`src/rtl/calc_pkg.sv`:
```
// Shared definitions for the calculator blocks: FSM state encoding and a
// constant-time ceil(log2) helper used to size counters.
package calc_pkg;

    typedef enum logic [1:0] {
        ST_IDLE = 2'd0,
        ST_PREP = 2'd1,
        ST_RUN  = 2'd2,
        ST_FIX  = 2'd3
    } calc_state_t;

    function automatic int unsigned clog2(input int unsigned value);
        int unsigned result;
        result = 0;
        for (int unsigned i = 0; i < 32; i++) begin
            if ((64'd1 << i) < 64'(value)) result = i + 1;
        end
        return result;
    endfunction

endpackage

```
`src/rtl/divmod_step.sv`:
```
// One restoring-division step: shift a dividend bit into the partial
// remainder, then subtract the divisor if it fits.
module divmod_step #(
    parameter int BITS = 32
) (
    input  logic [BITS-1:0] rem,
    input  logic            bit_in,
    input  logic [BITS-1:0] divisor,
    output logic [BITS-1:0] rem_next,
    output logic            q_bit
);

    logic [BITS:0] shifted;
    logic [BITS:0] diff;

    // rem < divisor holds between steps, so the top bit of the BITS+1 wide
    // difference is exactly the borrow of the trial subtraction.
    always_comb begin
        shifted  = {rem, bit_in};
        diff     = shifted - {1'b0, divisor};
        q_bit    = ~diff[BITS];
        rem_next = q_bit ? diff[BITS-1:0] : shifted[BITS-1:0];
    end

endmodule

```
`src/rtl/divmod.sv`:
```
// Iterative signed/unsigned divider: one quotient bit per clock, results
// registered and published only when an operation completes.
module divmod
    import calc_pkg::*;
#(
    parameter int BITS = 32
) (
    input  logic            clk,
    input  logic            rst_n,
    input  logic            start,
    input  logic            is_signed,
    input  logic [BITS-1:0] n,
    input  logic [BITS-1:0] d,
    output logic [BITS-1:0] q,
    output logic [BITS-1:0] r,
    output logic            rdy,
    output logic            busy,
    output logic            div_zero
);

    localparam int unsigned CW = (clog2(BITS) < 1) ? 1 : clog2(BITS);

    calc_state_t     state, state_next;
    logic [CW-1:0]   cnt;

    logic [BITS-1:0] n_raw, d_raw;
    logic            sgn_raw;
    logic [BITS-1:0] dvd, pr, dm;
    logic            q_neg, r_neg, dz_lat;
    logic [BITS-1:0] rem_next;
    logic            q_bit;

    divmod_step #(.BITS(BITS)) u_step (
        .rem      (pr),
        .bit_in   (dvd[BITS-1]),
        .divisor  (dm),
        .rem_next (rem_next),
        .q_bit    (q_bit)
    );

    always_ff @(posedge clk or negedge rst_n) begin
        if (!rst_n) state <= ST_IDLE;
        else        state <= state_next;
    end

    always_comb begin
        state_next = state;
        if (start) begin
            state_next = ST_PREP;
        end else begin
            unique case (state)
                ST_IDLE: state_next = ST_IDLE;
                ST_PREP: state_next = ST_RUN;
                ST_RUN:  if (cnt == '0) state_next = ST_FIX;
                ST_FIX:  state_next = ST_IDLE;
                default: state_next = ST_IDLE;
            endcase
        end
    end

    always_ff @(posedge clk or negedge rst_n) begin
        if (!rst_n) begin
            cnt      <= '0;
            q        <= '0;
            r        <= '0;
            rdy      <= 1'b0;
            busy     <= 1'b0;
            div_zero <= 1'b0;
        end else if (start) begin
            rdy  <= 1'b0;
            busy <= 1'b1;
        end else begin
            unique case (state)
                ST_PREP: cnt <= CW'(BITS - 1);
                ST_RUN:  cnt <= cnt - 1'b1;
                ST_FIX: begin
                    q        <= dz_lat ? '1 : (q_neg ? -dvd : dvd);
                    r        <= dz_lat ? n_raw : (r_neg ? -pr : pr);
                    div_zero <= dz_lat;
                    rdy      <= 1'b1;
                    busy     <= 1'b0;
                end
                default: ;
            endcase
        end
    end

    // Working registers are never visible at the outputs before FIX, so they
    // carry no reset.
    always_ff @(posedge clk) begin
        if (start) begin
            n_raw   <= n;
            d_raw   <= d;
            sgn_raw <= is_signed;
        end else if (state == ST_PREP) begin
            dvd    <= (sgn_raw && n_raw[BITS-1]) ? -n_raw : n_raw;
            dm     <= (sgn_raw && d_raw[BITS-1]) ? -d_raw : d_raw;
            pr     <= '0;
            q_neg  <= sgn_raw && (n_raw[BITS-1] ^ d_raw[BITS-1]);
            r_neg  <= sgn_raw && n_raw[BITS-1];
            dz_lat <= (d_raw == '0);
        end else if (state == ST_RUN) begin
            dvd <= {dvd[BITS-2:0], q_bit};
            pr  <= rem_next;
        end
    end

endmodule

```
`config.mk`:
```
export PLATFORM = sky130hd
export DESIGN_NAME = divmod
export DESIGN_NICKNAME = d
export VERILOG_FILES = /design/src/rtl/calc_pkg.sv /design/src/rtl/divmod_step.sv /design/src/rtl/divmod.sv
export SDC_FILE = /design/constraint.sdc
export NUM_CORES = 1
export LEC_CHECK = 0
export CORE_UTILIZATION = 40
export DETAILED_ROUTE_END_ITERATION = 10
export SLEW_MARGIN = 0
export SYNTH_ARGS = -nofsm -noshare
export SYNTH_HDL_FRONTEND = slang
export SYNTH_SLANG_ARGS = --single-unit
```
`constraint.sdc`:
```
create_clock -name clk -period 6.3 [get_ports clk]
set_input_delay 0.63 -clock clk [delete_from_list [all_inputs] [get_ports clk]]
set_output_delay 0.63 -clock clk [all_outputs]
set_load 0.05 [all_outputs]
```
==> metrics.md, run 1 <==
| Metric | Value |
|---|---|
| Layout cell share with drive strength beyond 1 | 0.0589 |
| Post-synth top area share | 0.374 |
| YS warnings | 0 |
| VDD IR-drop max | between 0.2 and 0.25 mV |
| Cells after Synth | 1,298 |
| Core area | about 32,000 um2 |
| Synth top area cells | edfxtp_1, dfrtp_1, a21oi_1 |
| Crit-path cells | inv_1 > ha_1 > fa_1 > nand2b_1 > a21oi_1 > o211ai_1 > nand2_1 > o21a_1 > a41oi_1 > xnor2_2 > buf_4 > mux2i_1 > nor2_1 |
| Largest delay share family, worst path | compound AO/OA/AOI/OAI gates |
| Leading cell type in the layout, fill and taps excluded | edfxtp_1 |
| Crit path capture type | register |
| CTS tree | done |
| # rows | 66 |
| Ant. Diodes | 0 |
| Clock slew at reported path FFs | roughly 0.060 ns |
| Worst setup path category | reg2reg |
| Final Hold Viols | 0 |
| Layout area overhead | 20.8% |
| Critical path required time | 6.55 ns |
| Clk_lat worst skew | ~0.54 ns |
| Antenna violations before repair | 0 |
| Tmin final | roughly 3.6 ns |
| Vias in the first global route | 9,429 |
| Average size of a mapped cell | 10.1 um2 |
| Compound-Gate Fraction of Synth Area | 0.149 |
| Worst R2R Setup Slack | around 2.7 ns |
| Layout Skew | 0.00973 ns |
| Number of synthesized register bits | roughly 240 |
| Routed Antenna Nets | 0 |
| Synth Flop Type | edfxtp_1 |
| Die outline area | 33,700 um2 |
| Tcrit/Tclk final | 0.570 |
| Slowest-stage cell, CP | buf_4 |
| Clk buf depth | 3 |
| TritonRoute pass-1 iters | 5 |
| Hold WC Path Type | in2async |
| Setup TNS | 0 ns |
| Run status | complete, no violations |
| RSZ-0062 raised after global routing | false |
| Clock H-tree levels | 1 |
| First DRT Iteration DRCs | 539 |
| Simple-gate area share of the yosys netlist | 0.137 |
| Die Ht | 183 um |
| Routed WL per cell | around 17 um |
| CP arrival | 3.84 ns |
| EDFF count, synth | ~160 |
| Max Freq | about 280 MHz |
| Synthesized cell area | about 13,000 um2 |
| Worst path max stage delay | 0.49 ns |
| Largest net degree at the start of global routing | 84 |
| Via Count | a little under 10,000 |
| Slew HR | 0.219 |
| Final Net Count | 1,531 |
| Final setup fails | 0 |
| Synth Area in XOR/XNOR | 0.0938 |
| Ports | 135 |
| Static leakage | ~6.1 nW |
| Final HPWL from detailed placement | around 23,000 um |
| Chip width | about 180 um |
| Most frequent cells in the layout | edfxtp_1, nor2_1, a21oi_1 |
| Final instance area | 15,900 um2 |
| GRT overflow | 0 |
| Post-synth ARST share | 0.311 |
| Filler cells | 3,062 |
| Power Dens Cells | around 470 nW/um2 |
| Hold_ws | about 0.23 ns |
| CP max FO | 37 |
| Startpoint types | register |
| Cts repair resizes | 0 |
| Final wirelength | 31,100 um |
| Drt drc | 0 |
| CTS Hold Buffers Added | 0 |
| CTS root buf | clkbuf_16 |
| Clk sinks | ~240 |
| Largest family of logic cells by synthesized area | compound AO/OA/AOI/OAI gates |
| Adder-Cell Fraction of Synth Area | 0.0414 |
| Cells after DPL | roughly 1,800 |
| Post-synthesis sequential area ratio | 0.515 |
| Initial core utilization | 0.406 |
| CTS Buf Count | 28 |
| First-pass GRT wire length | ~50,000 um |
| Port Buffers | around 130 |
| Setup Fix Bufs, Post-CTS | 0 |
| GRT Util Overall | 0.186 |
| Total power | around 7.5 mW |
| Max Cap Violations | 0 |
| Synth area leader | edfxtp_1 |
| Mux contribution to synthesized area | 0.0321 |
| Synth Net Count | roughly 1,400 |
| Netlist cell types | between 60 and 70 |
| Least-Margin Pin Slew | 1.17 ns |
| Max-slew violations | 0 |
| Cell Count, Final, Fillers Out | between 1,500 and 2,000 |
| Critical path buffer and inverter count | 2 |
| Vias per Instance | ~5.2 |
| Placed instance area | 15,000 um2 |
| RePlAce Congestion | 0.838 |
==> per-layer routing <==
layer,part of all wire,global-route usage,up-vias
met5,0,0,-
met4,0.025,0.0513,0
met2,0.46,0.303,210
met3,0.038,0.0230,51
li1,-,-,4890
met1,0.48,0.262,4664
==> cells by family after synthesis <==
| logic type | after synthesis |
|---|---|
| muxes | 41 |
| adders and majority gates | 43 |
| and+or+nand+nor | 390 |
| DFF | 238 |
| xor gates and xnor gates | 141 |
| AOI/OAI and AO/OA | 332 |
| buffers and inverters | 113 |
==> layout make-up <==
cell class                      count  area, um2  area share
Inverter                           61        229      0.0144
Clock inverter                     10        123     0.00770
Clock buffer                       42        835      0.0524
Timing Repair Buffer              144       1410      0.0887
Sequential cell                   238       6780       0.426
Multi-Input combinational cell    947       5990       0.376
Tap cell                          442        553      0.0347
==> flip-flops by register name, indices dropped and copies added (netlist names), 2 cells and up <==
register / cells
d_raw: 32
dm: 32
dvd: 32
n_raw: 32
pr: 32
q: 32
r: 32
cnt: 5
state: 2
==> report_power, final <==
group	internal, mW	switching [mW]
registers	2.20	0.398
clock network	1.03	0.634
logic	1.22	1.98
total	4.45	3.02
==> final timing paths <==
| check | cells after the start | to | start |
|---|---|---|---|
| max | 13 | pr[14]$_SDFFCE_PP0P_ | dvd[31]$_DFFE_PP_ |
| min | 1 | q[6]$_DFFE_PN0P_ | rst_n |
| max reg2reg | 13 | pr[14]$_SDFFCE_PP0P_ | dvd[31]$_DFFE_PP_ |
| min reg2reg | 2 | r[0]$_DFFE_PN0P_ | r[0]$_DFFE_PN0P_ |
| max in group asynchronous | 1 | cnt[4]$_DFFE_PN0P_ | rst_n |
| min in group clk | 2 | r[0]$_DFFE_PN0P_ | r[0]$_DFFE_PN0P_ |
==> synth_stat cells, types with 18 or more instances <==
cell        n
edfxtp_1  164
o31ai_1    21
clkbuf_1   47
or3_1      18
mux2i_1    31
xnor2_1    61
xor2_1     80
nand2_1   109
dfrtp_1    74
nor2_1    161
nor3_1     21
a21oi_1   141
o21ai_0    77
ha_1       42
inv_1      60
==> through the flow <==
stage           util  setup WS, ns
3_3_place_gp   0.461          2.82
6_report       0.490          2.71
2_1_floorplan      -          1.81
5_1_grt        0.490          2.46
3_5_place_dp   0.461          2.72
4_1_cts        0.490          2.70
Power figures use the tool's default switching activity.
==> run 2: changes to the inputs <==
==> constraint.sdc (replaced) <==
create_clock -name clk -period 3.4 [get_ports clk]
set_input_delay 0.34 -clock clk [delete_from_list [all_inputs] [get_ports clk]]
set_output_delay 0.34 -clock clk [all_outputs]
set_load 0.05 [all_outputs]
==> run 2 against run 1 <==
Compared with the run above:
- maximum frequency rose by 12%
- sequential power up 83%
- global-route usage grew 0.18 points
- clock power up 68%
- setup slack lost 2.5 ns
- die area unchanged
- critical path depth fell by 1
- non-clock buffer count up 37
- routed wire length is 0.36% higher
- cell count grew 1.9%
- worst hold slack gained 0.061 ns
- sequential share of layout area is 0.55 points lower
- critical path type unchanged
==> metrics.md, run 2 (same netlist as run 1, synthesis figures left out) <==
| Metric | Value |
|---|---|
| Run status | complete, no violations |
| Max Freq | 311 MHz |
| Final setup fails | 0 |
| Setup TNS | 0 ns |
| CP max FO | 18 |
| Pre-CTS setup slack | between 0.15 and 0.2 ns |
| Crit path capture type | register |
| Drt drc | 0 |
| Antenna violations before repair | 0 |
| Worst setup path category | reg2reg |
| Vias in the first global route | between 9,000 and 10,000 |
| CTS Buf Count | 28 |
| RePlAce Congestion | between 0.8 and 0.9 |
| Leading cell type in the layout, fill and taps excluded | edfxtp_1 |
| Vias per Instance | around 5.2 |
| Final HPWL from detailed placement | 23,200 um |
| CTS root buf | clkbuf_16 |
| Routing usage on met3 | 0.0236 |
| Die Ht | roughly 180 um |
| RSZ-0062 raised after global routing | false |
| Ant. Diodes | 0 |
| Worst setup margin | 0.183 ns |
| Met2 Use GR | 0.314 |
| Die outline area | ~34,000 um2 |
| Clk sinks | between 200 and 250 |
| Worst R2R Setup Slack | ~0.18 ns |
| Least-Margin Pin Slew | roughly 0.96 ns |
| Via Count | between 9,000 and 10,000 |
| Worst path max stage delay | 0.48 ns |
| Worst Hold Path EP | d_raw[29]$_DFFE_PP_ |
| First-pass GRT wire length | slightly above 50,000 um |
| CP startpoint | pr[26]$_SDFFCE_PP0P_ |
| Clk buf depth | 3 |
| Port Buffers | roughly 130 |
| Slew HR | 0.358 |
| CP arrival | about 3.5 ns |
| Critical Path Most Common Cell | nor2_1 |
| M1 GR Usage | 0.259 |
| Worst r2r path cells | 12 |
| Clock H-tree levels | 1 |
| # rows | 66 |
| Largest delay share family, worst path | compound AO/OA/AOI/OAI gates |
| Power Dens Cells | ~860 nW/um2 |
| Most frequent cells in the layout | edfxtp_1, nor2_1, a21oi_1 |
| Slowest-stage cell, CP | edfxtp_1 |
| Chip width | approximately 180 um |
| Final wirelength | 31,300 um |
| Layout Skew | about 0.017 ns |
| Layout area overhead | 22.4% |
| Routed Antenna Nets | 0 |
| Tcrit/Tclk final | 0.946 |
| VDD IR-drop max | approximately 0.42 mV |
| TritonRoute pass-1 iters | 5 |
| Routed WL per cell | 16.3 um |
| GRT overflow | 0 |
| Critical path required time | 3.67 ns |
| Core area | about 32,000 um2 |
| Max Cap Violations | 0 |
| Clock slew at reported path FFs | ~0.050 ns |
| Hold WC Path Type | in2reg |
| Static leakage | 6.26 nW |
| Layout cell share with drive strength beyond 1 | 0.0826 |
| GRT Util Overall | 0.188 |
| First DRT Iteration DRCs | 500 |
| Clk_lat worst skew | 0.56 ns |
| Critical path buffer and inverter count | 2 |
| Final Net Count | 1,568 |
| R2r endpoint | pr[25]$_SDFFCE_PP0P_ |
| Initial core utilization | 0.406 |
| Hold Path Depth | 1 |
| Ports | around 140 |
| RR Startpoint | pr[26]$_SDFFCE_PP0P_ |
| Largest net degree at the start of global routing | 81 |
| Final Hold Viols | 0 |
| CTS tree | done |
| Startpoint types | register |
| Most used routing layer | met2 |
| Max-slew violations | 0 |
| Worst Min Path Start | start |
| Crit-path cells | ha_1 > nand2_1 > nor2_1 > and2_1 > a41o_1 > a211o_1 > a41oi_1 > xnor2_2 > buf_4 > clkbuf_16 > mux2i_1 > nor2_1 |
| Tmin final | around 3.2 ns |
run 2: worst max path at each step:
stage,cells past startpoint,endpoint
6_report,12,pr[25]$_SDFFCE_PP0P_
5_1_grt,14,pr[24]$_SDFFCE_PP0P_
4_1_cts,13,pr[1]$_SDFFCE_PP0P_
3_5_place_dp,13,pr[1]$_SDFFCE_PP0P_
3_3_place_gp,13,pr[0]$_SDFFCE_PP0P_
2_1_floorplan,5,cnt[0]$_DFFE_PN0P_
run 2: cell type report:
| class | instances | area [um2] |
|---|---|---|
| fillers | 2997 | 16300 |
| clock buffers | 38 | 778 |
| inverters | 61 | 229 |
| multi-input cells | 947 | 5990 |
| clock inverters | 12 | 73.8 |
| well taps | 442 | 553 |
| flip-flops and latches | 238 | 6780 |
| repair buffers | 181 | 1720 |
run 2: power by group:
| part | internal (mW) | total, mW | switching [mW] |
|---|---|---|---|
| clock network | 1.60 | 2.79 | 1.19 |
| logic | 2.50 | 6.29 | 3.79 |
| registers | 4.07 | 4.75 | 0.674 |
| total | 8.17 | 13.8 | 5.65 |
run 2: worst register-to-register path: cells and delay by family (launching register included):
| family | cells | cell delay (ns) |
|---|---|---|
| simple gates | 4 | 0.49 |
| flops | 1 | 0.48 |
| fa+ha+maj | 1 | 0.43 |
| compound gates | 3 | 0.79 |
| buf+inv | 2 | 0.36 |
| xor+xnor | 1 | 0.19 |
| mux | 1 | 0.20 |
run 2: per-layer routing:
metal | share of wire | wire length, um | vias up
met5 | 0 | 0 | -
met4 | 0.023 | 732 | 0
met3 | 0.045 | 1400 | 48
met2 | 0.47 | 14600 | 254
met1 | 0.46 | 14500 | 4651
li1 | - | - | 4978
run 2: per-stage QoR:
stage	instances	area [um2]	utilization	hold slack, ns	power [mW]
detailed placement	1866	15200	0.469	0.474	11.0
finish	1919	16100	0.497	0.293	13.8
global placement	1866	15200	0.469	0.466	11.0
CTS	1917	16100	0.496	0.286	13.8
global route	1919	16100	0.497	0.323	14.7
floorplan	1298	13200	-	0.0444	9.00
run 2: timing repair:
action,in CTS,in global routing
hold endpoints to repair,41,0
setup endpoints to repair,0,28
buffers inserted,0,1
hold buffers,1,0
gates resized for setup,0,2
==> run 3: changes to the inputs <==
--- a/config.mk
+++ b/config.mk
@@ -5,8 +5,11 @@
 export SDC_FILE = /design/constraint.sdc
 export NUM_CORES = 1
 export LEC_CHECK = 0
-export CORE_UTILIZATION = 40
+export ABC_CLOCK_PERIOD_IN_PS = 3400
+export CORE_UTILIZATION = 55
 export DETAILED_ROUTE_END_ITERATION = 10
+export PLACE_DENSITY = 0.78
+export SKIP_LAST_GASP = 1
 export SLEW_MARGIN = 0
 export SYNTH_ARGS = -nofsm -noshare
 export SYNTH_HDL_FRONTEND = slang
==> run 3 against run 2 <==
Compared with the run above:
- clock-buffer cell count fell by 6
- power fell by 1.3%
- clock skew rose by 0.0036 ns
- first-iteration DRC count rose by 47%
- clock power fell by 5%
- die area fell by 27%
- global-route usage rose by 5.9 points
- sequential cell count did not move
- setup slack got worse by 0.0093 ns
- core utilization rose by 18 points
- critical path depth rose by 2
- largest cell class unchanged
==> metrics.md, run 3 (same netlist as run 1, synthesis figures left out) <==
| Metric | Value |
|---|---|
| Clk buf depth | 3 |
| Crit path capture type | register |
| Chip width | between 150 and 200 um |
| Filler cells | ~1,800 |
| Final Core Density | 0.674 |
| Leading cell type in the layout, fill and taps excluded | edfxtp_1 |
| CP max FO | 19 |
| Clk_lat worst skew | around 0.54 ns |
| Critical path required time | 3.67 ns |
| Run status | complete, no violations |
| Least-Margin Pin Slew | roughly 0.96 ns |
| Vias in the first global route | ~9,700 |
| Static leakage | roughly 6 nW |
| Clock slew at reported path FFs | about 0.06 ns |
| Port Buffers | roughly 130 |
| Die Ht | roughly 160 um |
| Max-slew violations | 0 |
| Ant. Diodes | 0 |
| Final Hold Viols | 0 |
| Most used routing layer | met2 |
| Core area | roughly 23,000 um2 |
| # rows | 56 |
| Setup TNS | 0 ns |
| Power Dens Cells | between 800 and 900 nW/um2 |
| Hold WC Path Type | in2reg |
| Antenna violations before repair | 2 |
| Initial core utilization | 0.561 |
| Ports | between 100 and 150 |
| Startpoint types | register |
| First DRT Iteration DRCs | ~730 |
| Final setup fails | 0 |
| Via Count | a little over 10,000 |
| M1 GR Usage | 0.314 |
| First-pass GRT wire length | between 40,000 and 50,000 um |
| Final Net Count | roughly 1,500 |
| Clock H-tree levels | 1 |
| Most frequent cells in the layout | edfxtp_1, nor2_1, a21oi_1 |
| Largest net degree at the start of global routing | 81 |
| Area of the multi-input gates | ~6000 um2 |
| RSZ-0062 raised after global routing | false |
| VDD IR-drop max | approximately 0.47 mV |
| Layout cell share with drive strength beyond 1 | 0.0714 |
| Met2 Use GR | 0.437 |
| TritonRoute pass-1 iters | 5 |
| Worst setup path category | reg2reg |
| Final HPWL from detailed placement | 22,000 um |
| Routed Antenna Nets | 0 |
| Clk sinks | 238 |
| Routed WL per cell | between 15 and 20 um |
| CTS tree | done |
| CP arrival | ~3.5 ns |
| GRT overflow | 0 |
| Tmin final | between 3 and 4 ns |
| Layout area overhead | 20.2% |
| Cell Count, Final, Fillers Out | 1,775 |
| Routing usage on met3 | 0.0280 |
| RePlAce Congestion | roughly 0.87 |
| Die outline area | about 25,000 um2 |
| Final wirelength | about 30,000 um |
| CTS Buf Count | 25 |
| Slew HR | 0.359 |
| Layout Skew | between 0.02 and 0.025 ns |
| Hold_ws | 0.284 ns |
| CTS root buf | clkbuf_16 |
| Tcrit/Tclk final | 0.949 |
| GRT Util Overall | 0.247 |
| Max Cap Violations | 0 |
| Max Freq | around 310 MHz |
| Cells after DPL | 1,727 |
| Vias per Instance | roughly 5.7 |
| Register area | 6780 um2 |
| Drt drc | 0 |
run 3: critical path: stages, from the launching register on:
cell and delay (ns):
edfxtp_1 0.32, inv_1 0.12, ha_1 0.25, fa_1 0.41
nand2b_1 0.20, a21oi_2 0.20, o211ai_1 0.13, nand2_1 0.15
o21a_1 0.18, a41oi_2 0.15, xnor2_2 0.23, buf_4 0.17
clkbuf_16 0.18, mux2i_1 0.21, nor2_1 0.05
run 3: metrics by stage:
step                worst slack (ns)  area (um2)  total power [mW]
global route                  0.0213       15800              14.4
detailed placement             0.174       15000              10.9
global placement               0.268       15000              10.7
floorplan                      0.214       13200              9.00
finish                         0.173       15800              13.6
CTS                            0.128       15800              13.6
run 3: power breakdown:
part | total [mW] | switching [mW] | internal [mW] | leakage (nW)
Clock | 2.66 | 1.12 | 1.54 | 0.403
Combinational | 6.25 | 3.81 | 2.44 | 3.36
Sequential | 4.74 | 0.674 | 4.07 | 2.40
Total | 13.6 | 5.60 | 8.05 | 6.16
run 3: layer usage:
| metal | vias to the layer above | routed length (um) | part of all wire |
|---|---|---|---|
| li1 | 4924 | - | - |
| met4 | 2 | 927 | 0.031 |
| met3 | 70 | 1700 | 0.056 |
| met1 | 4764 | 12700 | 0.42 |
| met5 | - | 17 | 0.00057 |
| met2 | 330 | 14700 | 0.49 |
run 3: layout make-up:
class,count,area share
Sequential cell,238,0.428
Multi-Input combinational cell,947,0.379
Timing Repair Buffer,165,0.102
Clock buffer,32,0.0443
Tap cell,319,0.0252
Inverter,61,0.0145
Clock inverter,13,0.00656
run 3: final timing paths:
kind	startpoint	to	slack, ns	depth (start not counted)
max reg2reg	dvd[31]$_DFFE_PP_	pr[31]$_SDFFCE_PP0P_	0.17	14
min reg2reg	busy$_DFFE_PN0P_	busy$_DFFE_PN0P_	0.48	1
min in group asynchronous	rst_n	q[6]$_DFFE_PN0P_	0.48	2
max in group asynchronous	rst_n	r[0]$_DFFE_PN0P_	2.27	2
max	dvd[31]$_DFFE_PP_	pr[31]$_SDFFCE_PP0P_	0.17	14
min	start	n_raw[22]$_DFFE_PP_	0.28	1
run 3: repair_timing:
action | 4_1_cts | 5_1_grt
resized for setup | 0 | 4
hold endpoints to repair | 74 | 0
setup buffers | 0 | 1
endpoints found under the setup margin | 0 | 24
hold buffers | 1 | 0
